[src/rtl/br_tx_arbiter_if.sv]
// ---------------------------------------------------------------------------
// br_tx_arbiter_if
//
// Bundles the requester-side and BrLite-side handshake signals of the
// BrLite transmit arbiter.
//
//   Requester side : req_i   [N_REQ]      level send request per requester
//                    data_i  [N_REQ]      packet per requester
//                    gnt_o   [N_REQ]      one-cycle pulse when a packet is taken
//   BrLite side    : br_local_busy_i      BrLite local port busy
//                    br_req_o             send request to BrLite
//                    br_ack_i             send acknowledge from BrLite
//                    br_data_o            packet presented to BrLite
//
// Modports:
//   master : the arbiter's view (drives gnt_o, br_req_o, br_data_o)
//   slave  : the surrounding system's view (requesters plus BrLite)
// ---------------------------------------------------------------------------
interface br_tx_arbiter_if #(
  parameter int N_REQ     = 2,
  parameter int PAYLOAD_W = 32
);

  typedef logic [PAYLOAD_W-1:0] br_payload_t;

  logic        [N_REQ-1:0] req_i;
  br_payload_t [N_REQ-1:0] data_i;
  logic        [N_REQ-1:0] gnt_o;
  logic                    br_local_busy_i;
  logic                    br_req_o;
  logic                    br_ack_i;
  br_payload_t             br_data_o;

  modport master (
    input  req_i,
    input  data_i,
    output gnt_o,
    input  br_local_busy_i,
    output br_req_o,
    input  br_ack_i,
    output br_data_o
  );

  modport slave (
    output req_i,
    output data_i,
    input  gnt_o,
    output br_local_busy_i,
    input  br_req_o,
    output br_ack_i,
    input  br_data_o
  );

endinterface

[src/rtl/br_tx_arbiter.sv]
// ---------------------------------------------------------------------------
// br_tx_arbiter
//
// Round-robin arbiter that funnels N_REQ packet requesters into the single
// BrLite send port. A winner is chosen in IDLE, its packet is latched and
// offered to BrLite in REQ until acknowledged, then a one-cycle GAP
// separates consecutive requests.
//
// Ports:
//   clk_i     : clock
//   rst_ni    : asynchronous, active-low reset
//   bus       : br_tx_arbiter_if.master (requester and BrLite handshakes)
//   busy_o    : high whenever the arbiter is not in IDLE
//   timeout_o : one-cycle pulse when an ack wait is abandoned
//
// Parameters:
//   N_REQ          : number of requesters (2..8)
//   TIMEOUT_CYCLES : ack wait limit in REQ cycles (timeout build only)
//   PAYLOAD_W      : width of br_payload_t
//
// Build option:
//   BR_TX_TIMEOUT_EN : when defined, REQ gives up after TIMEOUT_CYCLES
//                      cycles without ack; otherwise REQ waits forever and
//                      timeout_o is tied low.
// ---------------------------------------------------------------------------
module br_tx_arbiter #(
  parameter int N_REQ          = 2,
  parameter int TIMEOUT_CYCLES = 1024,
  parameter int PAYLOAD_W      = 32
) (
  input  logic             clk_i,
  input  logic             rst_ni,
  br_tx_arbiter_if.master  bus,
  output logic             busy_o,
  output logic             timeout_o
);

  typedef logic [PAYLOAD_W-1:0] br_payload_t;

  localparam int IDX_W = (N_REQ > 1) ? $clog2(N_REQ) : 1;

  typedef enum logic [1:0] {
    ST_IDLE,
    ST_REQ,
    ST_GAP
  } state_e;

  state_e             state_q, state_d;
  logic [IDX_W-1:0]   winner_q, winner_d;
  logic [IDX_W-1:0]   rr_q, rr_d;
  br_payload_t        data_q, data_d;
  logic [N_REQ-1:0]   gnt_q, gnt_d;

  logic [IDX_W-1:0]   pick;
  logic               pick_vld;
  logic [IDX_W-1:0]   cand;

`ifdef BR_TX_TIMEOUT_EN
  localparam int CNT_W = (TIMEOUT_CYCLES > 1) ? $clog2(TIMEOUT_CYCLES) : 1;
  logic [CNT_W-1:0]   cnt_q, cnt_d;
  logic               timeout_q, timeout_d;
`endif

  // Round-robin search starting just after the last-served index. The loop
  // walks offsets from farthest to nearest so the nearest requesting index
  // is the last one written and therefore wins.
  always_comb begin
    // NOTE: every variable driven here gets a default before any branch;
    // a path that leaves one unassigned would infer a latch.
    pick     = rr_q;
    pick_vld = 1'b0;
    cand     = '0;
    for (int i = N_REQ; i >= 1; i--) begin
      cand = IDX_W'((int'(rr_q) + i) % N_REQ);
      if (bus.req_i[cand]) begin
        pick     = cand;
        pick_vld = 1'b1;
      end
    end
  end

  // Next-state and registered-output logic.
  always_comb begin
    state_d   = state_q;
    winner_d  = winner_q;
    rr_d      = rr_q;
    data_d    = data_q;
    gnt_d     = '0;
`ifdef BR_TX_TIMEOUT_EN
    cnt_d     = cnt_q;
    timeout_d = 1'b0;
`endif

    unique case (state_q)
      ST_IDLE: begin
        if (pick_vld && !bus.br_local_busy_i) begin
          state_d  = ST_REQ;
          winner_d = pick;
          // The packet is captured here so later changes on data_i or a
          // dropped req_i cannot disturb the transaction in flight.
          data_d   = bus.data_i[pick];
`ifdef BR_TX_TIMEOUT_EN
          cnt_d    = '0;
`endif
        end
      end

      ST_REQ: begin
        // Ack is checked first so a simultaneous expiry resolves to ack.
        if (bus.br_ack_i) begin
          gnt_d[winner_q] = 1'b1;
          rr_d            = winner_q;
          state_d         = ST_GAP;
        end
`ifdef BR_TX_TIMEOUT_EN
        else if (cnt_q == CNT_W'(TIMEOUT_CYCLES - 1)) begin
          timeout_d = 1'b1;
          rr_d      = winner_q;
          state_d   = ST_GAP;
        end else begin
          cnt_d = cnt_q + CNT_W'(1);
        end
`endif
      end

      ST_GAP: begin
        state_d = ST_IDLE;
      end

      default: begin
        state_d = ST_IDLE;
      end
    endcase
  end

  always_ff @(posedge clk_i or negedge rst_ni) begin
    if (!rst_ni) begin
      state_q   <= ST_IDLE;
      winner_q  <= '0;
      // Last-served index starts at the top so requester 0 is first.
      rr_q      <= IDX_W'(N_REQ - 1);
      data_q    <= '0;
      gnt_q     <= '0;
`ifdef BR_TX_TIMEOUT_EN
      cnt_q     <= '0;
      timeout_q <= 1'b0;
`endif
    end else begin
      // NOTE: state registers use non-blocking assignments so every flop
      // samples the pre-edge values regardless of statement order.
      state_q   <= state_d;
      winner_q  <= winner_d;
      rr_q      <= rr_d;
      data_q    <= data_d;
      gnt_q     <= gnt_d;
`ifdef BR_TX_TIMEOUT_EN
      cnt_q     <= cnt_d;
      timeout_q <= timeout_d;
`endif
    end
  end

  // br_req_o is decoded straight from the state register so an asynchronous
  // reset drops it immediately.
  assign bus.br_req_o  = (state_q == ST_REQ);
  assign bus.br_data_o = data_q;
  assign bus.gnt_o     = gnt_q;
  assign busy_o        = (state_q != ST_IDLE);

`ifdef BR_TX_TIMEOUT_EN
  assign timeout_o = timeout_q;
`else
  assign timeout_o = 1'b0;
`endif

endmodule
[src/flat_wrapper.sv]
// flat-port wrapper written by rule: the top's interface ports become plain ports
module br_tx_arbiter_flat 
#(
  parameter int N_REQ          = 2,
  parameter int TIMEOUT_CYCLES = 1024,
  parameter int PAYLOAD_W      = 32
)
  (clk_i, rst_ni, busy_o, timeout_o, bus_req_i, bus_data_i, bus_gnt_o, bus_br_local_busy_i, bus_br_req_o, bus_br_ack_i, bus_br_data_o);
  br_tx_arbiter_if #(.N_REQ(N_REQ), .PAYLOAD_W(PAYLOAD_W)) bus_i ();
  input  logic clk_i;
  input  logic rst_ni;
  output logic busy_o;
  output logic timeout_o;
  input wire logic [$bits(bus_i.req_i)-1:0] bus_req_i;
  input wire logic [$bits(bus_i.data_i)-1:0] bus_data_i;
  output wire logic [$bits(bus_i.gnt_o)-1:0] bus_gnt_o;
  input wire logic [$bits(bus_i.br_local_busy_i)-1:0] bus_br_local_busy_i;
  output wire logic [$bits(bus_i.br_req_o)-1:0] bus_br_req_o;
  input wire logic [$bits(bus_i.br_ack_i)-1:0] bus_br_ack_i;
  output wire logic [$bits(bus_i.br_data_o)-1:0] bus_br_data_o;
  assign bus_i.req_i = bus_req_i;
  assign bus_i.data_i = bus_data_i;
  assign bus_gnt_o = bus_i.gnt_o;
  assign bus_i.br_local_busy_i = bus_br_local_busy_i;
  assign bus_br_req_o = bus_i.br_req_o;
  assign bus_i.br_ack_i = bus_br_ack_i;
  assign bus_br_data_o = bus_i.br_data_o;
  br_tx_arbiter #(.N_REQ(N_REQ), .TIMEOUT_CYCLES(TIMEOUT_CYCLES), .PAYLOAD_W(PAYLOAD_W)) u_core (.clk_i(clk_i), .rst_ni(rst_ni), .bus(bus_i), .busy_o(busy_o), .timeout_o(timeout_o));
endmodule
[config.mk]
export PLATFORM = sky130hd
export DESIGN_NAME = br_tx_arbiter_flat
export DESIGN_NICKNAME = d
export VERILOG_FILES = /design/src/rtl/br_tx_arbiter_if.sv /design/src/rtl/br_tx_arbiter.sv /design/src/flat_wrapper.sv
export SDC_FILE = /design/constraint.sdc
export NUM_CORES = 1
export LEC_CHECK = 0
export ABC_AREA = 1
export CORE_ASPECT_RATIO = 0.7
export CORE_MARGIN = 8
export CORE_UTILIZATION = 44
export DETAILED_ROUTE_END_ITERATION = 8
export PLACE_DENSITY_LB_ADDON = 0.05
export SLEW_MARGIN = 20
export SYNTH_ARGS = -nofsm -noshare
export SYNTH_HDL_FRONTEND = slang
export SYNTH_SLANG_ARGS = --single-unit
export TNS_END_PERCENT = 30
[constraint.sdc]
create_clock -name clk_i -period 2.17 [get_ports clk_i]
set_input_delay 0.217 -clock clk_i [delete_from_list [all_inputs] [get_ports clk_i]]
set_output_delay 0.217 -clock clk_i [all_outputs]
set_load 0.03 [all_outputs]
Yosys cells after proc, flatten, opt, wreduce, memory -nomap -nowiden
Index checks and enable logic that the tools add are counted.
- register bits: 38
- bits of input ports: 70
- output and inout bits: 37
- word-level logic and storage cells: 40
- equality and inequality tests: 3
- muxes and demuxes: 17
- reduce and logical (&&, ||, !) cells: 8
- $add $sub $neg: 2
- magnitude comparators: 5
- operator list (operator ; count):
    2-to-1 mux 32 bit ; 2
    2-to-1 mux 1 bit ; 9
    < comparator 1 x 2 -> 1 bit, second input constant ; 4
    2-to-1 mux 2 bit ; 4
    AND reduction 2 bit ; 3
    != test 2 x 1 -> 1 bit, second input constant ; 2
    case mux 2 bit (2 select lines) ; 1
    adder 1 bit, second input constant ; 2
    == test 2 x 1 -> 1 bit, second input constant ; 1
    logical AND 1 bit ; 2
    zero test 2 bit ; 1
    nonzero test 2 bit ; 1
    demux 1 bit (select 1 bit) ; 1
    >= comparator 1 bit, second input constant ; 1
    zero test 1 bit ; 1

Longest topological paths before layout
- depth after elaboration: 8
- depth in mapped cells: 6
- mapped depth without buffers: 5

Worst setup path before layout
No wires, ideal clock.
- kind: flip-flop to flip-flop
- start point: reg u_core.state_q[1]
- end point: reg u_core.rr_q
- clock period less this slack: 1.295 ns
- arrival: 1.215 ns
- setup time: 0.081 ns
- cell stages (with the launch flop): 5
- setup slack: 0.875 ns
- cell sequence: dfrtp_1 > nor2_1 > nand2_1 > nor2_1 > a21oi_1
- cells in the longest elaborated chain, start to end: 2
- ends and longest elaborated chain (item ; line ; source):
    start, declared ; br_tx_arbiter.sv:48 ; state_e state_q, state_d;
    start signal, assigned ; br_tx_arbiter.sv:151 ; state_q <= state_d;
    == test 2 x 1 -> 1 bit ; n/a ;
    via bus_br_req_o ; flat_wrapper.sv:18 ; output wire logic [$bits(bus_i.br_req_o)-1:0] bus_br_req_o;
    AND reduction 2 bit (no source line) ; n/a ;
    end signal, assigned ; br_tx_arbiter.sv:141 ; rr_q <= IDX_W'(N_REQ - 1);
    end signal, assigned ; br_tx_arbiter.sv:153 ; rr_q <= rr_d;
    end, declared ; br_tx_arbiter.sv:50 ; logic [IDX_W-1:0] rr_q, rr_d;
The timed path passes the listed nets, and every way through them passes these cells.
A chain may end at the register's enable or synchronous reset.

Final worst setup path
- start point: reg u_core.state_q[0]
- end point: out busy_o
- cells in the longest elaborated chain, start to end: 1
- ends and longest elaborated chain (item ; line ; source):
    nonzero test 2 bit ; br_tx_arbiter.sv:168 ; assign busy_o = (state_q != ST_IDLE);
    end, declared ; flat_wrapper.sv:12 ; output logic busy_o;
No other way between the ends.

==> results.cfg <==
[outcome]
status = finished clean

[timing]
setup-tns-final_ns = 0
tightest_slew_ns = 0.843
max_freq_mhz = 570
setup_viol_count_final = 0
fin_crit_ns = 1.76
rsz0062_at_grt = false
hold_violations = 0
timing.hold.ws_ns = 0.0296
finalCritPeriodShare = 0.809
drv_slew = 0
slew_headroom = 0.438
fin_skew_ns = 0.00817

[logic_synthesis]
synthCells = 309
syn_nets = 379
synth_warnings = 0
syn_area_mm2 = 0.00218
synth_seq_area_share = 0.436
synth-seq-cells = 38
synth_area_per_cell_um2 = 7.07
ys_types = 16

[clock_network]
cts_tree = built
cts.clk_slew.worst_paths_ns = 0.07
cts_made_buffers = 5
clk_latency_ns = 0.29
cts_resized = 0
ctsHoldBuffers = 0
cts-root-buf = clkbuf_8
htree_levels = 2
cts_buffer_depth = 2
cts_sinks = 38
cts_setup_buffers = 0

[grt]
grt_pass1_wl_um = 10900
track_usage = 0.184
grt_overflow = 0
antenna_found_initial = 0
grt_pass1_vias = 2251
grt_max_degree = 39

[floorplanning]
die-area_mm2 = 0.00751
num_rows = 21
fp.dieW_um = 100
die_y_um = 75.0
core_area_mm2 = 0.00478
start_util = 0.457
ios = 107

[detailed_routing]
vias = 2210
drt_iter0_markers = 116
wl_per_cell_um = 13.9
route.antenna.remaining_nets = 0
firstDrtPassIters = 4
routed_wl_um = 6620
drc = 0
viasPerCell = 4.63

[layout]
antenna_cells = 0
syn_to_final_growth_pct = 50.7
drive_above_1_share = 0.0417
nets = 477

[worst_setup_path]
cpPeakStageDelay_ns = 0.61
cp.required_ns = 1.95
cp.arrival_ns = 1.54
crit_chain = nor2_2, inv_1, clkdlybuf4s50_1
worst_setup_path_end_kind = output port
cp_max_fo = 3
critPathKind = register to output port
cp_slowest_cell = clkdlybuf4s50_1
cp-start-kind = register

[pwr]
power.leakage_nw = 1.78
vdd_ir_drop_max_v = 0.000556
pwr_density_cell_mw_per_mm2 = 1190

[placement]
hpwl_um = 4770
gp_congestion = 0.767
io_buffers = 105

[flow_run]
maxCapViolCount = 0

[hold_path]
hp-class = input port to async pin
-- per-layer routing --
layer | wire (µm) | part of all wire | up-vias | track usage
met1 | 2720 | 0.41 | 986 | 0.211
met5 | 0 | 0 | - | 0
met4 | 30 | 0.0045 | 0 | 0.0500
met2 | 3150 | 0.48 | 87 | 0.310
met3 | 714 | 0.11 | 2 | 0.0785
li1 | - | - | 1135 | -
-- cells in the final DEF, fill, tap and decap left out, drive strengths merged --
cell,instances
dfrtp,37
nor2,7
buf,6
clkbuf,8
dfstp,1
a21oi,1
inv,72
o21ai,1
clkdlybuf4s50,104
nand2,73
conb,1
nand3,96
o31ai,1
-- registers in the layout, summed over array words and instances (netlist names) --
name	count
u_core.bus.br_data_o	32
u_core.bus.gnt_o	2
u_core.state_q	2
u_core.rr_q	1
u_core.winner_q	1
-- cells by family (layout without fill, tap and decap cells) --
logic type	Yosys count	count (layout)	share of synthesized area
flops	38	38	0.436
buf+inv	91	190	0.189
other cells	1	1	0.00172
simple gates	176	176	0.365
compound gates	3	3	0.00802
-- cell usage after synthesis --
library cell  instances  area share
nand3_1              96        0.22
inv_1                72        0.12
nand2_1              71        0.12
dfrtp_1              37        0.42
buf_2                 9       0.021
buf_6                 6       0.031
buf_4                 4       0.014
nor2_1                4      0.0069
nand2_2               2      0.0057
nor2_2                2      0.0057
a21oi_1               1      0.0023
conb_1                1      0.0017
dfstp_2               1       0.012
nor2_4                1      0.0052
o21ai_0               1      0.0023
o31ai_1               1      0.0034
-- path summary, 6_finish.rpt --
path	startpoint	to	slack, ns	cells past startpoint
setup / recovery	u_core.state_q[0]	busy_o	0.41	3
min in group clk_i	u_core.winner_q	u_core.bus.gnt_o[0]	0.48	1
max in group asynchronous	rst_ni	u_core.state_q[0]	1.60	1
setup reg to reg	u_core.state_q[0]	u_core.bus.br_data_o[17]	0.64	6
hold / removal	rst_ni	u_core.bus.br_data_o[23]	0.03	1
hold reg to reg	u_core.winner_q	u_core.bus.gnt_o[0]	0.48	1
-- cell type report --
type                       instances  area, µm²
clock buffer                       8       80.1
timing repair buffer             110       1080
sequential                        38        952
inverter                          72        270
fill                             422       1490
multi-input combinational        180        820
tap                               69       86.3
-- per-stage QoR --
step / util / cell area (µm²) / worst slack, ns / total power, mW / instances
final: 0.688 / 3290 / 0.415 / 3.91 / 477
after global routing: 0.688 / 3290 / 0.360 / 4.16 / 477
after CTS: 0.688 / 3290 / 0.397 / 3.94 / 477
after detailed placement: 0.672 / 3210 / 0.406 / 3.47 / 469
after global placement: 0.672 / 3210 / 0.445 / 3.42 / 469
after floorplan: - / 2180 / 0.875 / 2.53 / 309
-- report_power, final --
group          total [mW]  internal (mW)  switching (mW)
registers            1.21           1.03           0.184
logic                2.23          0.883            1.35
clock network       0.461          0.228           0.232
-- worst max-delay path, delay by kind of cell, from the launching register on --
family,cells,cell delay (ns)
AND/OR/NAND/NOR,1,0.19
buffers and inverters,2,0.68
flip-flops,1,0.40
Note: power is estimated with default switching activity, not from simulation.
